`src/rtl/zip_slave_router_if.sv`:
```
// Bus bundle between one master's decoder output, the routing stage and the slaves.
// The slave modport is the router's view; the master modport is the surrounding environment.
interface zip_slave_router_if #(
    parameter int NS  = 8,
    parameter int AW  = 32,
    parameter int DW  = 37,
    parameter int RDW = 32
);
    // master-facing request and return
    logic              cyc;
    logic              valid;
    logic              stall;
    logic [NS:0]       decode;
    logic [AW-1:0]     addr;
    logic [DW-1:0]     data;
    logic              ack;
    logic              err;
    logic [RDW-1:0]    rdata;
    logic              timeout;

    // slave-facing request and return
    logic [NS-1:0]     svalid;
    logic [NS-1:0]     sstall;
    logic [AW-1:0]     saddr;
    logic [DW-1:0]     sdata;
    logic [NS-1:0]     sack;
    logic [NS-1:0]     serr;
    logic [NS*RDW-1:0] srdata;

    modport master (
        output cyc, valid, decode, addr, data, sstall, sack, serr, srdata,
        input  stall, svalid, saddr, sdata, ack, err, rdata, timeout
    );

    modport slave (
        input  cyc, valid, decode, addr, data, sstall, sack, serr, srdata,
        output stall, svalid, saddr, sdata, ack, err, rdata, timeout
    );
endinterface

```
`src/rtl/zip_slave_router.sv`:
```
// Per-master routing stage: forwards decoded requests to one slave, pins the grant while
// responses are outstanding and returns registered ack/err/rdata from the granted slave only.
module zip_slave_router #(
    parameter int NS          = 8,
    parameter int AW          = 32,
    parameter int DW          = 37,
    parameter int RDW         = 32,
    parameter int LGMAXBURST  = 4,
    parameter int OPT_TIMEOUT = 0
) (
    input  logic              clk,
    input  logic              rst_n,
    zip_slave_router_if.slave bus
);
    localparam int            CW         = LGMAXBURST;
    localparam logic [CW-1:0] COUNT_MAX  = {CW{1'b1}};
    localparam int            TW         = (OPT_TIMEOUT > 1) ? $clog2(OPT_TIMEOUT) : 1;
    localparam bit            TIMEOUT_EN = (OPT_TIMEOUT > 0);
    localparam logic [TW-1:0] TIMER_LAST = TW'(OPT_TIMEOUT - 1);

    logic [CW-1:0]  count_reg, count_next;
    logic [NS-1:0]  grant_reg, grant_next;
    logic           err_pending_reg, err_pending_next;
    logic [TW-1:0]  timer_reg, timer_next;
    logic           ack_reg, ack_next;
    logic           err_reg, err_next;
    logic           timeout_reg;
    logic [RDW-1:0] rdata_reg, rdata_next;

    logic [NS-1:0]  slave_sel;
    logic           none_sel;
    logic           busy;
    logic           blocked;
    logic           req_stall;
    logic           acc;
    logic           acc_slave;
    logic           acc_none;
    logic           grant_ack;
    logic           grant_err;
    logic           resp;
    logic           fire;
    logic [RDW-1:0] rdata_mux;

    assign slave_sel = bus.decode[NS-1:0];
    assign none_sel  = bus.decode[NS];
    assign busy      = (count_reg != '0);

    // A new target may only be taken once every response from the old one is back.
    assign blocked = (busy && (slave_sel != grant_reg))
                   || (count_reg == COUNT_MAX)
                   || err_pending_reg
                   || (none_sel && busy);

    assign req_stall = bus.valid && (blocked || |(slave_sel & bus.sstall));
    assign acc       = bus.cyc && bus.valid && !req_stall;
    assign acc_slave = acc && |slave_sel;
    assign acc_none  = acc && none_sel;

    // Responses only count when they come from the granted slave with work outstanding.
    assign grant_ack = busy && |(bus.sack & grant_reg);
    assign grant_err = busy && |(bus.serr & grant_reg);
    assign resp      = grant_ack || grant_err;

    // A timeout is suppressed by any activity in the same cycle, which keeps ack and err exclusive.
    assign fire = TIMEOUT_EN && bus.cyc && busy && (timer_reg == TIMER_LAST) && !acc && !resp;

    for (genvar gi = 0; gi < NS; gi++) begin : g_route
        assign bus.svalid[gi] = bus.cyc && bus.valid && slave_sel[gi] && !blocked;
    end

    assign bus.stall   = req_stall;
    assign bus.saddr   = bus.addr;
    assign bus.sdata   = bus.data;
    assign bus.ack     = ack_reg;
    assign bus.err     = err_reg;
    assign bus.rdata   = rdata_reg;
    assign bus.timeout = timeout_reg;

    always_comb begin
        rdata_mux = '0;
        for (int k = 0; k < NS; k++) begin
            if (grant_reg[k]) begin
                rdata_mux = rdata_mux | bus.srdata[k*RDW +: RDW];
            end
        end
    end

    always_comb begin
        count_next = count_reg;
        if (!bus.cyc || fire) begin
            count_next = '0;
        end else begin
            case ({acc_slave, resp})
                2'b10:   count_next = count_reg + CW'(1);
                2'b01:   count_next = count_reg - CW'(1);
                default: count_next = count_reg;
            endcase
        end
    end

    always_comb begin
        grant_next = grant_reg;
        if (!bus.cyc || fire) begin
            grant_next = '0;
        end else if (acc_slave) begin
            grant_next = slave_sel;
        end
    end

    always_comb begin
        timer_next = timer_reg + TW'(1);
        if (!TIMEOUT_EN || !bus.cyc || fire || acc || resp || !busy) begin
            timer_next = '0;
        end
    end

    assign err_pending_next = bus.cyc && acc_none;
    assign ack_next         = bus.cyc && grant_ack && !grant_err;
    assign err_next         = bus.cyc && (grant_err || err_pending_reg || fire);
    assign rdata_next       = ack_next ? rdata_mux : '0;

    always_ff @(posedge clk or negedge rst_n) begin
        if (!rst_n) begin
            count_reg       <= '0;
            grant_reg       <= '0;
            err_pending_reg <= 1'b0;
            timer_reg       <= '0;
            ack_reg         <= 1'b0;
            err_reg         <= 1'b0;
            timeout_reg     <= 1'b0;
            rdata_reg       <= '0;
        end else begin
            count_reg       <= count_next;
            grant_reg       <= grant_next;
            err_pending_reg <= err_pending_next;
            timer_reg       <= timer_next;
            ack_reg         <= ack_next;
            err_reg         <= err_next;
            timeout_reg     <= fire;
            rdata_reg       <= rdata_next;
        end
    end
endmodule
```
`src/flat_wrapper.sv`:
```
// flat-port wrapper written by rule: the top's interface ports become plain ports
module zip_slave_router_flat 
#(
    parameter int NS          = 8,
    parameter int AW          = 32,
    parameter int DW          = 37,
    parameter int RDW         = 32,
    parameter int LGMAXBURST  = 4,
    parameter int OPT_TIMEOUT = 0
)
  (clk, rst_n, bus_cyc, bus_valid, bus_decode, bus_addr, bus_data, bus_sstall, bus_sack, bus_serr, bus_srdata, bus_stall, bus_svalid, bus_saddr, bus_sdata, bus_ack, bus_err, bus_rdata, bus_timeout);
  zip_slave_router_if #(.NS(NS), .AW(AW), .DW(DW), .RDW(RDW)) bus_i ();
  input  logic clk;
  input  logic rst_n;
  input wire logic [$bits(bus_i.cyc)-1:0] bus_cyc;
  input wire logic [$bits(bus_i.valid)-1:0] bus_valid;
  input wire logic [$bits(bus_i.decode)-1:0] bus_decode;
  input wire logic [$bits(bus_i.addr)-1:0] bus_addr;
  input wire logic [$bits(bus_i.data)-1:0] bus_data;
  input wire logic [$bits(bus_i.sstall)-1:0] bus_sstall;
  input wire logic [$bits(bus_i.sack)-1:0] bus_sack;
  input wire logic [$bits(bus_i.serr)-1:0] bus_serr;
  input wire logic [$bits(bus_i.srdata)-1:0] bus_srdata;
  output wire logic [$bits(bus_i.stall)-1:0] bus_stall;
  output wire logic [$bits(bus_i.svalid)-1:0] bus_svalid;
  output wire logic [$bits(bus_i.saddr)-1:0] bus_saddr;
  output wire logic [$bits(bus_i.sdata)-1:0] bus_sdata;
  output wire logic [$bits(bus_i.ack)-1:0] bus_ack;
  output wire logic [$bits(bus_i.err)-1:0] bus_err;
  output wire logic [$bits(bus_i.rdata)-1:0] bus_rdata;
  output wire logic [$bits(bus_i.timeout)-1:0] bus_timeout;
  assign bus_i.cyc = bus_cyc;
  assign bus_i.valid = bus_valid;
  assign bus_i.decode = bus_decode;
  assign bus_i.addr = bus_addr;
  assign bus_i.data = bus_data;
  assign bus_i.sstall = bus_sstall;
  assign bus_i.sack = bus_sack;
  assign bus_i.serr = bus_serr;
  assign bus_i.srdata = bus_srdata;
  assign bus_stall = bus_i.stall;
  assign bus_svalid = bus_i.svalid;
  assign bus_saddr = bus_i.saddr;
  assign bus_sdata = bus_i.sdata;
  assign bus_ack = bus_i.ack;
  assign bus_err = bus_i.err;
  assign bus_rdata = bus_i.rdata;
  assign bus_timeout = bus_i.timeout;
  zip_slave_router #(.NS(NS), .AW(AW), .DW(DW), .RDW(RDW), .LGMAXBURST(LGMAXBURST), .OPT_TIMEOUT(OPT_TIMEOUT)) u_core (.clk(clk), .rst_n(rst_n), .bus(bus_i));
endmodule
```
`config.mk`:
```
export PLATFORM = sky130hd
export DESIGN_NAME = zip_slave_router_flat
export DESIGN_NICKNAME = d
export VERILOG_FILES = /design/src/rtl/zip_slave_router_if.sv /design/src/rtl/zip_slave_router.sv /design/src/flat_wrapper.sv
export SDC_FILE = /design/constraint.sdc
export NUM_CORES = 1
export LEC_CHECK = 0
export CAP_MARGIN = 20
export CORE_AREA = 2 2 182 184
export CTS_CLUSTER_DIAMETER = 150
export DETAILED_ROUTE_END_ITERATION = 6
export DIE_AREA = 0 0 184 186
export DONT_BUFFER_PORTS = 1
export PLACE_DENSITY = 0.3
export SYNTH_ARGS = -nofsm -noshare
export SYNTH_HDL_FRONTEND = slang
export SYNTH_SLANG_ARGS = --single-unit
```
`constraint.sdc`:
```
create_clock -name clk -period 4.35 [get_ports clk]
set_input_delay 0.2175 -clock clk [delete_from_list [all_inputs] [get_ports clk]]
set_output_delay 0.2175 -clock clk [all_outputs]
set_load 0.01 [all_outputs]
```
# Yosys cells after proc, flatten, opt, wreduce, memory -nomap -nowiden

Index checks and enable logic that the tools add are counted.

Bits in registers: 47
Output and inout port bits: 113
Word-level logic and storage cells: 80

Add/subtract/negate cells: 2
Equality and inequality tests: 6
Multiplexer cells: 13
Bitwise gates (word level): 10
Reduce and logical (&&, ||, !) cells: 43

Operators with widths:

| cell                | count |
|---|---|
| $mux 32             | 9 |
| $or 32x32->32       | 7 |
| $reduce_or 8->1     | 4 |
| $logic_and 1x1->1   | 29 |
| $and 8x8->8         | 3 |
| $mux 8              | 2 |
| $ne 8x8->1          | 1 |
| $pmux 4 s2          | 1 |
| $logic_or 1x1->1    | 6 |
| $add 4x1->4 const B | 1 |
| $eq 4x4->1 const B  | 1 |
| $mux 4              | 1 |
| $reduce_bool 4->1   | 1 |
| $sub 4x1->4 const B | 1 |
| $logic_not 1->1     | 3 |
| $ne 3x1->1 const B  | 1 |
| $eq 2x1->1 const B  | 1 |
| $eq 2x2->1 const B  | 1 |
| $ne 2x1->1 const B  | 1 |

# Logic depth before layout (Yosys ltp)

Gate-level depths: netlist of run 1.

Depth in word-level cells: 16
Mapped depth: 14

# Least setup slack after synthesis of run 1

No wires, ideal clock.

Path kind: reg2reg
From: register u_core.grant_reg[0]
To: register u_core.count_reg[3]
Data arrival time: 2.922 ns
Setup slack: 1.288 ns
Cell stages (with the launch flop): 15
Clock period less this slack: 3.062 ns
Cell sequence: dfrtp_1 -> buf_6 -> xor2_1 -> nor4_2 -> a31oi_1 -> nor4_4 -> buf_6 -> nor2_1 -> ha_1 -> a21o_1 -> a21oi_1 -> nor2_1 -> o22a_1 -> a31oi_1 -> o2111ai_1

Cells in the longest elaborated chain, start to end: 13

Ends and longest elaborated chain:

| element                                  | RTL line                | source |
|---|---|---|
| start: declaration                       | zip_slave_router.sv:22  | `logic [NS-1:0] grant_reg, grant_next;` |
| start signal: assignment                 | zip_slave_router.sv:134 | `grant_reg <= grant_next;` |
| $ne 8x8->1                               | zip_slave_router.sv:49  | `assign blocked = (busy && (slave_sel != grant_reg))` |
| $logic_and 1x1->1                        | zip_slave_router.sv:49  |  |
| $logic_or 1x1->1                         | zip_slave_router.sv:50  | `\|\| (count_reg == COUNT_MAX)` |
| $logic_or 1x1->1                         | zip_slave_router.sv:51  | `\|\| err_pending_reg` |
| $logic_or 1x1->1                         | zip_slave_router.sv:52  | `\|\| (none_sel && busy);` |
| $logic_or 1x1->1                         | zip_slave_router.sv:54  | `assign req_stall = bus.valid && (blocked \|\| \|(slave_sel & bus.sstall));` |
| $logic_and 1x1->1                        | zip_slave_router.sv:54  |  |
| $logic_not 1->1                          | zip_slave_router.sv:55  | `assign acc = bus.cyc && bus.valid && !req_stall;` |
| $logic_and 1x1->1                        | zip_slave_router.sv:55  |  |
| $logic_and 1x1->1                        | zip_slave_router.sv:56  | `assign acc_slave = acc && \|slave_sel;` |
| $eq 2x1->1 or $eq 2x2->1 (tied branches) | zip_slave_router.sv:93  | `case ({acc_slave, resp})` |
| $pmux 4 s2                               | zip_slave_router.sv:93  |  |
| $mux 4                                   | zip_slave_router.sv:90  | `if (!bus.cyc \|\| fire) begin` |
| end signal: assignment                   | zip_slave_router.sv:133 | `count_reg <= count_next;` |
| end: declaration                         | zip_slave_router.sv:21  | `logic [CW-1:0] count_reg, count_next;` |

Several ways; a longest one is shown, not always the timed one.
A chain may end at the register's enable or synchronous reset.

# Worst setup path in the final report of run 1

From: register u_core.count_reg[1]
To: register u_core.count_reg[3]

Cells in the longest elaborated chain, start to end: 13

Ends and longest elaborated chain:

| element                                  | RTL line               | source |
|---|---|---|
| $reduce_bool 4->1                        | zip_slave_router.sv:46 | `assign busy = (count_reg != '0);` |
| $logic_and 1x1->1                        | zip_slave_router.sv:49 |  |
| $logic_or 1x1->1                         | zip_slave_router.sv:50 |  |
| $logic_or 1x1->1                         | zip_slave_router.sv:51 |  |
| $logic_or 1x1->1                         | zip_slave_router.sv:52 |  |
| $logic_or 1x1->1                         | zip_slave_router.sv:54 |  |
| $logic_and 1x1->1                        | zip_slave_router.sv:54 |  |
| $logic_not 1->1                          | zip_slave_router.sv:55 |  |
| $logic_and 1x1->1                        | zip_slave_router.sv:55 |  |
| $logic_and 1x1->1                        | zip_slave_router.sv:56 |  |
| $eq 2x1->1 or $eq 2x2->1 (tied branches) | zip_slave_router.sv:93 |  |
| $pmux 4 s2                               | zip_slave_router.sv:93 |  |
| $mux 4                                   | zip_slave_router.sv:90 |  |

Several ways; a longest one is shown, not always the timed one.

==> run summary, run 1 <==
• completed — outcome
• 0 — number of enable-type register cells in the synthesized netlist
• 0 — total count of max-transition violations in the final report
• 0 — buffers added on ports
• flop to flop — Worst Setup Path Type
• 0 — drt drc
• 2 — maximum clock path buffer count
• 3950 um2 — Cell Area, Synth
• 26,600 um — first-pass GRT wire length
• 14.8% — logic gate share of total power
• 47 — FF+latch count, synth
• 47 — CTS Sinks
• 292 MHz — Achievable Freq
• 11.1% — global-route usage over all layers
• 3.61 ns — arrival time at the worst endpoint
• 100% — fraction of synthesis flops using an asynchronous set or reset pin
• built — clock tree from TritonCTS
• flop — startpoint types
• 2.72% — area added between synthesis and finish
• 0.766 — Final GP Congestion
• 48 — Netlist cell types
• false — unrepaired setup endpoints after global routing
• 4.89 — vias per cell
• 78.8% — Tcrit/Tclk final
• 0.829 ns — actual slew at the worst max-slew pin
• sky130_fd_sc_hd__clkbuf_16 — cell at the root of the clock tree
• sky130_fd_sc_hd__dfrtp_1 — top_reg_cell synth
• 32,200 um2 — Core Area
• 1 — initial antenna violation count
• 42.2% — Clock power frac
• 1.05 mW — Tot Pwr
• 9.19 um2 — mean instance size in the synthesized netlist
• 0 — maxcap violations
• 21,000 um — total wire length
• 27.9 um — wire per inst
• 3,662 — fillcell total
• 0.08 ns — clock transition time at the flip-flop clock pins of the worst setup and hold paths
• 186 um — height of the die
• 3870 um2 — area after detailed placement
• met4 — uppermost signal routing layer after detailed routing
• 12.3% — Initial Utilization
• 2 — CTS H-Tree Depth
• 9 — highest net fanout along the worst path
• 259 nW/um2 — Pwr per Cell Area
• 16,100 um — estimated wirelength of the detail-placed design
• flop — kind of end point of the critical path
• 4.53 ns — worst path required time
• 3.43 ns — Min Clock Period, post-route
• 430 — number of standard cells after synthesis
• 0.924 ns — worst setup slack after layout
• 3,677 — routed vias
• 3,675 — via count of the first global-routing pass
• 707 — number of nets at the end of the flow
• 0.00731 ns — Setup Skew
• 7280 um — met1 WL
• 0 — ANT nets after route
• 0 — final number of hold-violating endpoints
• 0.315 mW — total net switching power
• 29.8% — post-synthesis sequential area ratio
• 0.0444 ns — worst slack on hold paths
• sky130_fd_sc_hd__nor2_1 — Critical Path Most Common Cell
• 5 — Pre-Repair DR Iteration Count
• 0.735 mW — Internal
• 1950 um — routed wire length on met3
• 313 — initial DRC count
• 0 — final setup vio count
• 795 — post-synth net total
• 4060 um2 — final design area excluding fillers
• 0.31 ns — insertion delay to the later sink of the worst-skew pair
• primary input to flop — worst min-delay path category
• 0 ns — Sum Neg Setup Slack
• 0.72 ns — Slowest Stage Delay on Critical Path
• 0 — Congestion Overflow GR
• 5 — clock buffers created by TritonCTS
• 0 — number of warnings issued by yosys
• 10,600 um — amount of wire on met2 after detailed routing
• 48 — largest net degree at the start of global routing
• 43.0% — share of total power in sequential cells
• 34,200 um2 — area of the die
• 30.0% — Switching Fraction
• 184 um — overall die width
• 0 — count of buffer and inverter cells on the critical path
• 0.126 mV — maximum vdd ir drop
• 1.06 ns — DP Worst Slack
• 44.3% — worst-case headroom to the max-slew limit
• 9.62% — layout cell share with drive strength beyond 1
• 66 — std cell rows
• 475 — number of top-level pins
• nor4_1 -> a41oi_1 -> nor2_4 -> nor2_1 -> ha_1 -> a21o_1 -> a21oi_1 -> nor2_1 -> o22a_1 -> a31oi_1 -> o2111ai_1 — cell-by-cell listing of the critical path
• sky130_fd_sc_hd__nor4_1 — slowest CP cell
• 32 — Largest register FFs
• 1.30 nW — total leakage power
• simple AND/OR/NAND/NOR gates — kind of cell with the highest combined delay on the critical path
-- power groups by stage --
stage          Clock (mW)  Combinational, mW  Sequential [mW]
5_1_grt             0.485              0.169            0.453
3_3_place_gp            0              0.138            0.460
2_1_floorplan           0              0.175            0.456
4_1_cts             0.472              0.156            0.452
6_report            0.443              0.155            0.452
3_5_place_dp            0              0.140            0.460
-- per-stage QoR --
step                      util (%)  instances
after floorplan                  -        430
after global placement        12.0        741
after detailed placement      12.0        741
after CTS                     12.6        751
after global routing          12.6        752
final                         12.6        752
-- cell type report --
class                           instances  area, um2  area share, %
Antenna cell                            1       2.50         0.0617
Clock buffer                            7        143           3.52
Clock inverter                          1       8.76          0.216
Inverter                                2       7.51          0.185
Multi-Input combinational cell        272       2070           51.1
Sequential cell                        47       1190           29.2
Tap cell                              408        510           12.6
Timing Repair Buffer                   14        128           3.15
-- metal layers --
layer | global-route usage, % | vias to the layer above
li1 | - | 1471
met1 | 11.3 | 1780
met2 | 20.0 | 335
met3 | 3.19 | 91
met4 | 7.39 | 0
met5 | 0 | -
-- cell usage after synthesis, drive strengths merged, types with 2 or more instances --
library cell	n	share of area (%)
a21oi	3	0.38
a221oi	32	7.1
nand2	11	1.0
ha	2	0.63
a22o	32	7.1
nand3	4	0.51
nor3	5	0.63
nor2	5	0.67
buf	87	16
nor4	6	1.5
o2111ai	2	0.44
a21o	2	0.38
a22oi	76	14
and4	2	0.44
nor2b	7	1.1
clkbuf	22	2.1
a21boi	2	0.38
a31oi	34	5.4
and2	9	1.4
inv	2	0.19
xor2	9	2.0
mux2i	7	1.8
a41o	2	0.51
dfrtp	47	30
nand2b	3	0.48
-- layout by cell type (no fill, tap or decap), types with 3 or more instances in the layout --
master / instances
sky130_fd_sc_hd__buf_4: 12
sky130_fd_sc_hd__mux2i_1: 7
sky130_fd_sc_hd__nand2_1: 11
sky130_fd_sc_hd__a22oi_1: 76
sky130_fd_sc_hd__and2_1: 9
sky130_fd_sc_hd__a21oi_1: 3
sky130_fd_sc_hd__nor2b_1: 7
sky130_fd_sc_hd__nor3_1: 5
sky130_fd_sc_hd__nor2_1: 4
sky130_fd_sc_hd__a31oi_1: 34
sky130_fd_sc_hd__dfrtp_2: 8
sky130_fd_sc_hd__a221oi_1: 32
sky130_fd_sc_hd__clkbuf_16: 5
sky130_fd_sc_hd__nor4_1: 4
sky130_fd_sc_hd__nand2b_1: 3
sky130_fd_sc_hd__nand3_1: 3
sky130_fd_sc_hd__xor2_1: 9
sky130_fd_sc_hd__a22o_1: 32
sky130_fd_sc_hd__dfrtp_1: 39
-- kinds of logic after synthesis --
kind of cell | Yosys count | synth area share (%)
fa+ha+maj | 3 | 1.14
other cells | 1 | 0.0949
mux | 7 | 1.77
flops | 47 | 29.8
xor+xnor | 10 | 2.57
compound gates | 194 | 38.0
buf+inv | 111 | 17.9
simple gates | 57 | 8.74
-- worst paths after layout --
path / cells past startpoint / slack [ns] / startpoint / end
min in group asynchronous: 2 / 0.45 / rst_n / u_core.bus.rdata[28]
max in group asynchronous: 2 / 3.65 / rst_n / u_core.grant_reg[4]
worst max register to register: 11 / 0.92 / u_core.count_reg[1] / u_core.count_reg[3]
worst max-delay path: 11 / 0.92 / u_core.count_reg[1] / u_core.count_reg[3]
worst min register to register: 1 / 0.60 / u_core.err_pending_reg / u_core.bus.err
worst min-delay path: 1 / 0.04 / bus_cyc / u_core.grant_reg[2]
-- timing repair --
item                                    4_1_cts  5_1_grt
buffers inserted                              0        0
hold buffers                                  2        0
endpoints found under the setup margin        0        0
endpoints found under the hold margin        47        0
resized for setup                             0        0
(Power assumes the default switching activity.)
==> run 2, diff against run 1 <==
ABC_AREA = 1   (was unset)
CORE_AREA = 2 2 185 187   (was 2 2 182 184)
DIE_AREA = 0 0 187 189   (was 0 0 184 186)
clock period = 3.6 ns   (was 4.35 ns; I/O delays follow)
==> run 2 against run 1 <==
Utilization grew 0.42 points. Cell count grew 27%. Combinational power grew to 2.5 times the previous value. Clock skew shrank 0.0021 ns. Sequential cell count is the same. Non-clock buffer count grew 2. Largest cell class unchanged.
==> run summary, run 2 <==
• completed — outcome
• 0.754 — Final GP Congestion
• 0 — final number of hold-violating endpoints
• 1.58 mW — Tot Pwr
• 0 — maxcap violations
• 4.19 — vias per cell
• 0.31 ns — insertion delay to the later sink of the worst-skew pair
• 475 — number of top-level pins
• 47 — CTS Sinks
• 1.71 nW — total leakage power
• 0 — ANT nets after route
• 0 — total count of max-transition violations in the final report
• sky130_fd_sc_hd__nand2_1 — top-count cell post-synth
• 0.75 ns — Slowest Stage Delay on Critical Path
• flop to flop — Worst Setup Path Type
• 4 — Pre-Repair DR Iteration Count
• 4080 um2 — Cell Area, Synth
• 2 — maximum clock path buffer count
• 2.90 ns — arrival time at the worst endpoint
• bus_srdata[102] — startpoint of the most critical hold path
• 0 ns — Sum Neg Setup Slack
• primary input to flop — worst min-delay path category
• 0.07 ns — clock transition time at the flip-flop clock pins of the worst setup and hold paths
• 5 — clock buffers created by TritonCTS
• 3.80 ns — worst path required time
• 0 — number of warnings issued by yosys
• u_core.grant_reg[0] — worst reg2reg path startpoint
• 4,016 — routed vias
• 7.31% — layout cell share with drive strength beyond 1
• 47 — FF+latch count, synth
• 6.94 um2 — mean instance size in the synthesized netlist
• u_core.grant_reg[0] — timing startpoint of the critical path
• 35,300 um2 — area of the die
• 2 — CTS H-Tree Depth
• 0.0222 ns — worst slack on hold paths
• 0.174 mV — maximum vdd ir drop
• 588 — number of standard cells after synthesis
• flop — kind of end point of the critical path
• 74.8% — Tcrit/Tclk final
• 48 — largest net degree at the start of global routing
• sky130_fd_sc_hd__nand2_1 — Critical Path Most Common Cell
• 28.8% — area fraction of the dominant cell type after synthesis
• 870 — number of nets at the end of the flow
• 0 — drt drc
• 21 — highest net fanout along the worst path
• 28.8% — post-synthesis sequential area ratio
• 61.3% — worst-case headroom to the max-slew limit
• 0.581 ns — actual slew at the worst max-slew pin
• 953 — post-synth net total
• 12.3% — Initial Utilization
• 8610 um — met1 WL
• sky130_fd_sc_hd__nand2_1 — most common cell after layout, fill and taps aside
• 2180 um — routed wire length on met3
• 198 x sky130_fd_sc_hd__nand2_1, 71 x sky130_fd_sc_hd__buf_4, 47 x sky130_fd_sc_hd__dfrtp_1 — cell types with the highest counts after synthesis
• 4,147 — via count of the first global-routing pass
• sky130_fd_sc_hd__clkbuf_16 — cell at the root of the clock tree
• sky130_fd_sc_hd__dfrtp_2 — slowest CP cell
• 2.69 ns — Min Clock Period, post-route
• 0 — Congestion Overflow GR
• 23,000 um — total wire length
• 0.00519 ns — Setup Skew
• 12.5% — global-route usage over all layers
• 939 — instance count after placement with tap cells included
• 6.10% — area added between synthesis and finish
• sky130_fd_sc_hd__dfrtp_1 — top_reg_cell synth
• 33,300 um2 — Core Area
• 100% — fraction of synthesis flops using an asynchronous set or reset pin
• flop — startpoint types
• 4 — initial antenna violation count
• false — unrepaired setup endpoints after global routing
• 198 x sky130_fd_sc_hd__nand2_1, 39 x sky130_fd_sc_hd__dfrtp_1, 38 x sky130_fd_sc_hd__a221oi_1 — commonest cells after routing, fill and taps aside
• 11,200 um — amount of wire on met2 after detailed routing
• nand2_1 -> nand2_1 -> nand3_1 -> nor2_1 -> nand2_1 -> nand2_2 -> nand4_4 -> o21bai_4 -> inv_1 -> ha_1 -> nand2_1 -> nand2_1 -> a31oi_1 -> nand3_1 -> nand3_1 -> nand2_1 — cell-by-cell listing of the critical path
• 18,500 um — estimated wirelength of the detail-placed design
• 958 — final standard cell count with taps included and fillers excluded
• sky130_fd_sc_hd__dfrtp_1 — area leader, netlist
• 366 nW/um2 — Pwr per Cell Area
• 0 — number of enable-type register cells in the synthesized netlist
• 67 — std cell rows
• 371 MHz — Achievable Freq
• sky130_fd_sc_hd__dfrtp_1 29%, sky130_fd_sc_hd__nand2_1 18%, sky130_fd_sc_hd__buf_4 13% — Area contributors post-synth
• 0 — buffers added on ports
• 24.0 um — wire per inst
• 31,400 um — first-pass GRT wire length
• met5 — uppermost signal routing layer after detailed routing
• 189 um — height of the die
• 187 um — overall die width
• 33 — Netlist cell types
• 0 — final setup vio count
• 32 — Largest register FFs
• built — clock tree from TritonCTS
• 249 — initial DRC count
[run 2: changes by cell type in the layout (fill, tap and decap cells not counted), sizes merged, moves of 7 or more]
cell | previous run | this run
nor2 | 5 | 15
nor2b | 7 | 0
nand3 | 4 | 18
mux2i | 7 | 0
a22oi | 76 | 0
a31oi | 34 | 11
nand4 | 1 | 12
a22o | 32 | 22
and2 | 9 | 0
xor2 | 9 | 0
o21ai | 1 | 16
nand2 | 11 | 200
a21oi | 3 | 35
inv | 2 | 37
[run 2: logic make-up (layout without fill, tap and decap cells)]
group                      Yosys count  after routing  synth area share (%)
and+or+nand+nor                    255            255                  25.8
buffers and inverters              144             62                  20.0
AOI/OAI and AO/OA                  135            135                  23.6
DFF                                 47             47                  28.8
adders and majority gates            3              3                  1.10
xor gates and xnor gates             3              3                 0.644
other                                1              5                0.0919
[run 2: what timing repair did]
item / 4_1_cts / 5_1_grt
hold buffers: 7 / 0
hold endpoints to repair: 57 / 0
buffers inserted: 0 / 0
resized for setup: 0 / 0
setup endpoints to repair: 0 / 0
[run 2: cell type report]
| type | count | area (um2) |
|---|---|---|
| diodes | 4 | 10.0 |
| clock buffers | 6 | 139 |
| clock inverters | 2 | 35.0 |
| fillers | 3901 | 28900 |
| inverters | 38 | 143 |
| multi-input cells | 397 | 2090 |
| flip-flops and latches | 47 | 1190 |
| well taps | 448 | 561 |
| repair buffers | 16 | 168 |
[run 2: power by group]
group | total [mW] | switching (mW) | internal [mW]
clock | 0.593 | 0.246 | 0.347
sequential | 0.596 | 0.0447 | 0.552
combinational | 0.395 | 0.254 | 0.141
total | 1.58 | 0.545 | 1.04
[run 2: per-layer routing]
layer  vias up  GRT usage (%)
met5         -              0
met4         2           6.75
met3        64           4.76
met2       272           21.3
met1      1894           13.4
li1       1784              -
[run 2: path summary, 6_finish.rpt]
check                                       end  slack (ns)  cells past startpoint
max                         u_core.count_reg[3]        0.91                     16
min                         u_core.bus.rdata[6]        0.02                      2
max reg2reg                 u_core.count_reg[3]        0.91                     16
min reg2reg                      u_core.bus.err        0.58                      2
max in group asynchronous  u_core.bus.rdata[10]        2.96                      2
min in group asynchronous   u_core.count_reg[2]        0.37                      2
[run 2: stage by stage]
step / utilization (%) / cell area, um2 / setup WS [ns]
detailed placement: 12.2 / 4060 / 0.877
global route: 13.0 / 4330 / 0.549
global placement: 12.2 / 4060 / 0.910
floorplan: - / 4080 / 1.38
CTS: 13.0 / 4320 / 0.867
finish: 13.0 / 4330 / 0.906
[run 2: critical path: cells and delay by family, from the launching register on]
kind | cells | cell delay, ns
AOI/OAI and AO/OA | 2 | 0.41
adders and majority gates | 1 | 0.33
buffers and inverters | 1 | 0.11
DFF | 1 | 0.75
and+or+nand+nor | 12 | 0.98
==> run 3, diff against run 2 <==
clock period = 2.5 ns   (was 3.6 ns; I/O delays follow)
==> run 3 against run 2 <==
Clock power grew 49%. Clock skew grew 0.010 ns. Total power grew 52%. Via count grew 2.3%. Highest routed layer unchanged.
==> run summary, run 3 (synthesis results as in run 2) <==
• 2.27 ns — Min Clock Period, post-route
• 17.8% — area added between synthesis and finish
• 18,200 um — estimated wirelength of the detail-placed design
• 32 — Largest register FFs
• 1190 um2 — Register Area
• false — unrepaired setup endpoints after global routing
• 3,876 — fillcell total
• 67 — std cell rows
• 90.7% — Tcrit/Tclk final
• 23,000 um — total wire length
• 2.52 ns — arrival time at the worst endpoint
• 0.0153 ns — Setup Skew
• 2 — CTS H-Tree Depth
• 12.3% — Initial Utilization
• 12.6% — global-route usage over all layers
• flop — startpoint types
• 500 nW/um2 — Pwr per Cell Area
• bus_srdata[219] — startpoint of the most critical hold path
• 11.0% — layout cell share with drive strength beyond 1
• 189 um — height of the die
• 4 — Pre-Repair DR Iteration Count
• 4,110 — routed vias
• 33,300 um2 — Core Area
• 2 — initial antenna violation count
• sky130_fd_sc_hd__clkbuf_16 — cell at the root of the clock tree
• 4,319 — via count of the first global-routing pass
• flop to flop — Worst Setup Path Type
• 0.244 mV — maximum vdd ir drop
• flop — kind of end point of the critical path
• u_core.grant_reg[6] — worst reg2reg path startpoint
• 0 — drt drc
• built — clock tree from TritonCTS
• sky130_fd_sc_hd__nand2_1 — most common cell after layout, fill and taps aside
• 0 — final number of hold-violating endpoints
• completed — outcome
• 66.7% — worst-case headroom to the max-slew limit
• 1,005 — final standard cell count with taps included and fillers excluded
• primary input to flop — worst min-delay path category
• 958 — instance count after placement with tap cells included
• 5 — clock buffers created by TritonCTS
• 0 — Congestion Overflow GR
• 8 — reg2reg path depth
• 187 um — overall die width
• 0 ns — Sum Neg Setup Slack
• 0 — Antenna diodes
• 1.97 nW — total leakage power
• 0 — final setup vio count
• 31,900 um — first-pass GRT wire length
• 475 — number of top-level pins
• 0.32 ns — insertion delay to the later sink of the worst-skew pair
• 441 MHz — Achievable Freq
• 0 — buffers added on ports
• 4.09 — vias per cell
• 198 x sky130_fd_sc_hd__nand2_1, 39 x sky130_fd_sc_hd__dfrtp_1, 38 x sky130_fd_sc_hd__a221oi_1 — commonest cells after routing, fill and taps aside
• 0 — total count of max-transition violations in the final report
• 35,300 um2 — area of the die
• 32 — highest net fanout along the worst path
• u_core.bus.rdata[27] — capture endpoint of the worst hold path
• 2.75 ns — worst path required time
• 0.770 — Final GP Congestion
• 921 — number of nets at the end of the flow
• 2 — maximum clock path buffer count
• 0 — maxcap violations
• 0 — ANT nets after route
• 2 — worst hold stages
• 2.41 mW — Tot Pwr
• 22.9 um — wire per inst
• u_core.bus.rdata[30] — FF-to-FF End
• 0.500 ns — actual slew at the worst max-slew pin
• 48 — largest net degree at the start of global routing
• 0.09 ns — clock transition time at the flip-flop clock pins of the worst setup and hold paths
• 47 — CTS Sinks
• 161 — initial DRC count
• 0.23 ns — setup slack of the most critical reg-to-reg path
• 2120 um2 — total area of multi-input combinational cells
[run 3: critical path: stages (launching register included)]
cell and delay [ns]:
sky130_fd_sc_hd__dfrtp_2 0.46, sky130_fd_sc_hd__a22o_1 0.23, sky130_fd_sc_hd__nor2_1 0.13, sky130_fd_sc_hd__nand3_1 0.09, sky130_fd_sc_hd__nor2_1 0.22, sky130_fd_sc_hd__inv_1 0.11
sky130_fd_sc_hd__buf_12 0.17, sky130_fd_sc_hd__a41oi_1 0.18, sky130_fd_sc_hd__dlygate4sd3_1 0.56
[run 3: where the power goes]
part,switching [mW],leakage (nW),internal (mW)
logic,0.404,1.24,0.281
registers,0.0455,0.640,0.795
clock network,0.376,0.0875,0.506
[run 3: how the worst max path moves through the flow]
stage / startpoint / to / slack (ns) / cells after the start
final: u_core.grant_reg[6] / u_core.bus.rdata[30] / 0.23 / 8
after floorplan: u_core.grant_reg[3] / u_core.count_reg[3] / 0.28 / 16
after CTS: u_core.grant_reg[4] / u_core.count_reg[3] / 0.16 / 14
after detailed placement: u_core.grant_reg[7] / u_core.count_reg[3] / 0.19 / 14
after global placement: u_core.grant_reg[6] / u_core.count_reg[3] / 0.24 / 14
after global routing: u_core.grant_reg[0] / u_core.count_reg[3] / 0.07 / 17
[run 3: final cells by class]
type,instances,area share [%]
Clock inverter,2,0.806
Inverter,38,2.96
Sequential cell,47,24.7
Clock buffer,6,2.89
Tap cell,448,11.7
Multi-Input combinational cell,397,44.0
Timing Repair Buffer,67,13.1
[run 3: routing by layer]
metal	track usage, %	up-vias	wire length [um]
met5	0	-	13
met1	13.0	1874	8070
met4	6.20	2	1040
li1	-	1881	-
met3	3.84	74	2100
met2	23.2	279	11800
[run 3: stage by stage]
| step | hold slack [ns] | worst slack [ns] | instance area (um2) | util (%) |
|---|---|---|---|---|
| after floorplan | -0.171 | 0.283 | 4080 | - |
| after global placement | -0.168 | 0.240 | 4200 | 12.6 |
| after detailed placement | -0.168 | 0.187 | 4200 | 12.6 |
| after CTS | 0.000905 | 0.165 | 4780 | 14.4 |
| after global routing | 0.0152 | 0.0718 | 4810 | 14.5 |
| final | 0.0195 | 0.232 | 4810 | 14.5 |
[run 3: repair_timing]
| action | CTS | global route |
|---|---|---|
| hold buffers | 38 | 0 |
| endpoints found under the setup margin | 0 | 1 |
| setup buffers | 0 | 1 |
| resized for setup | 0 | 5 |
| hold endpoints to repair | 78 | 0 |
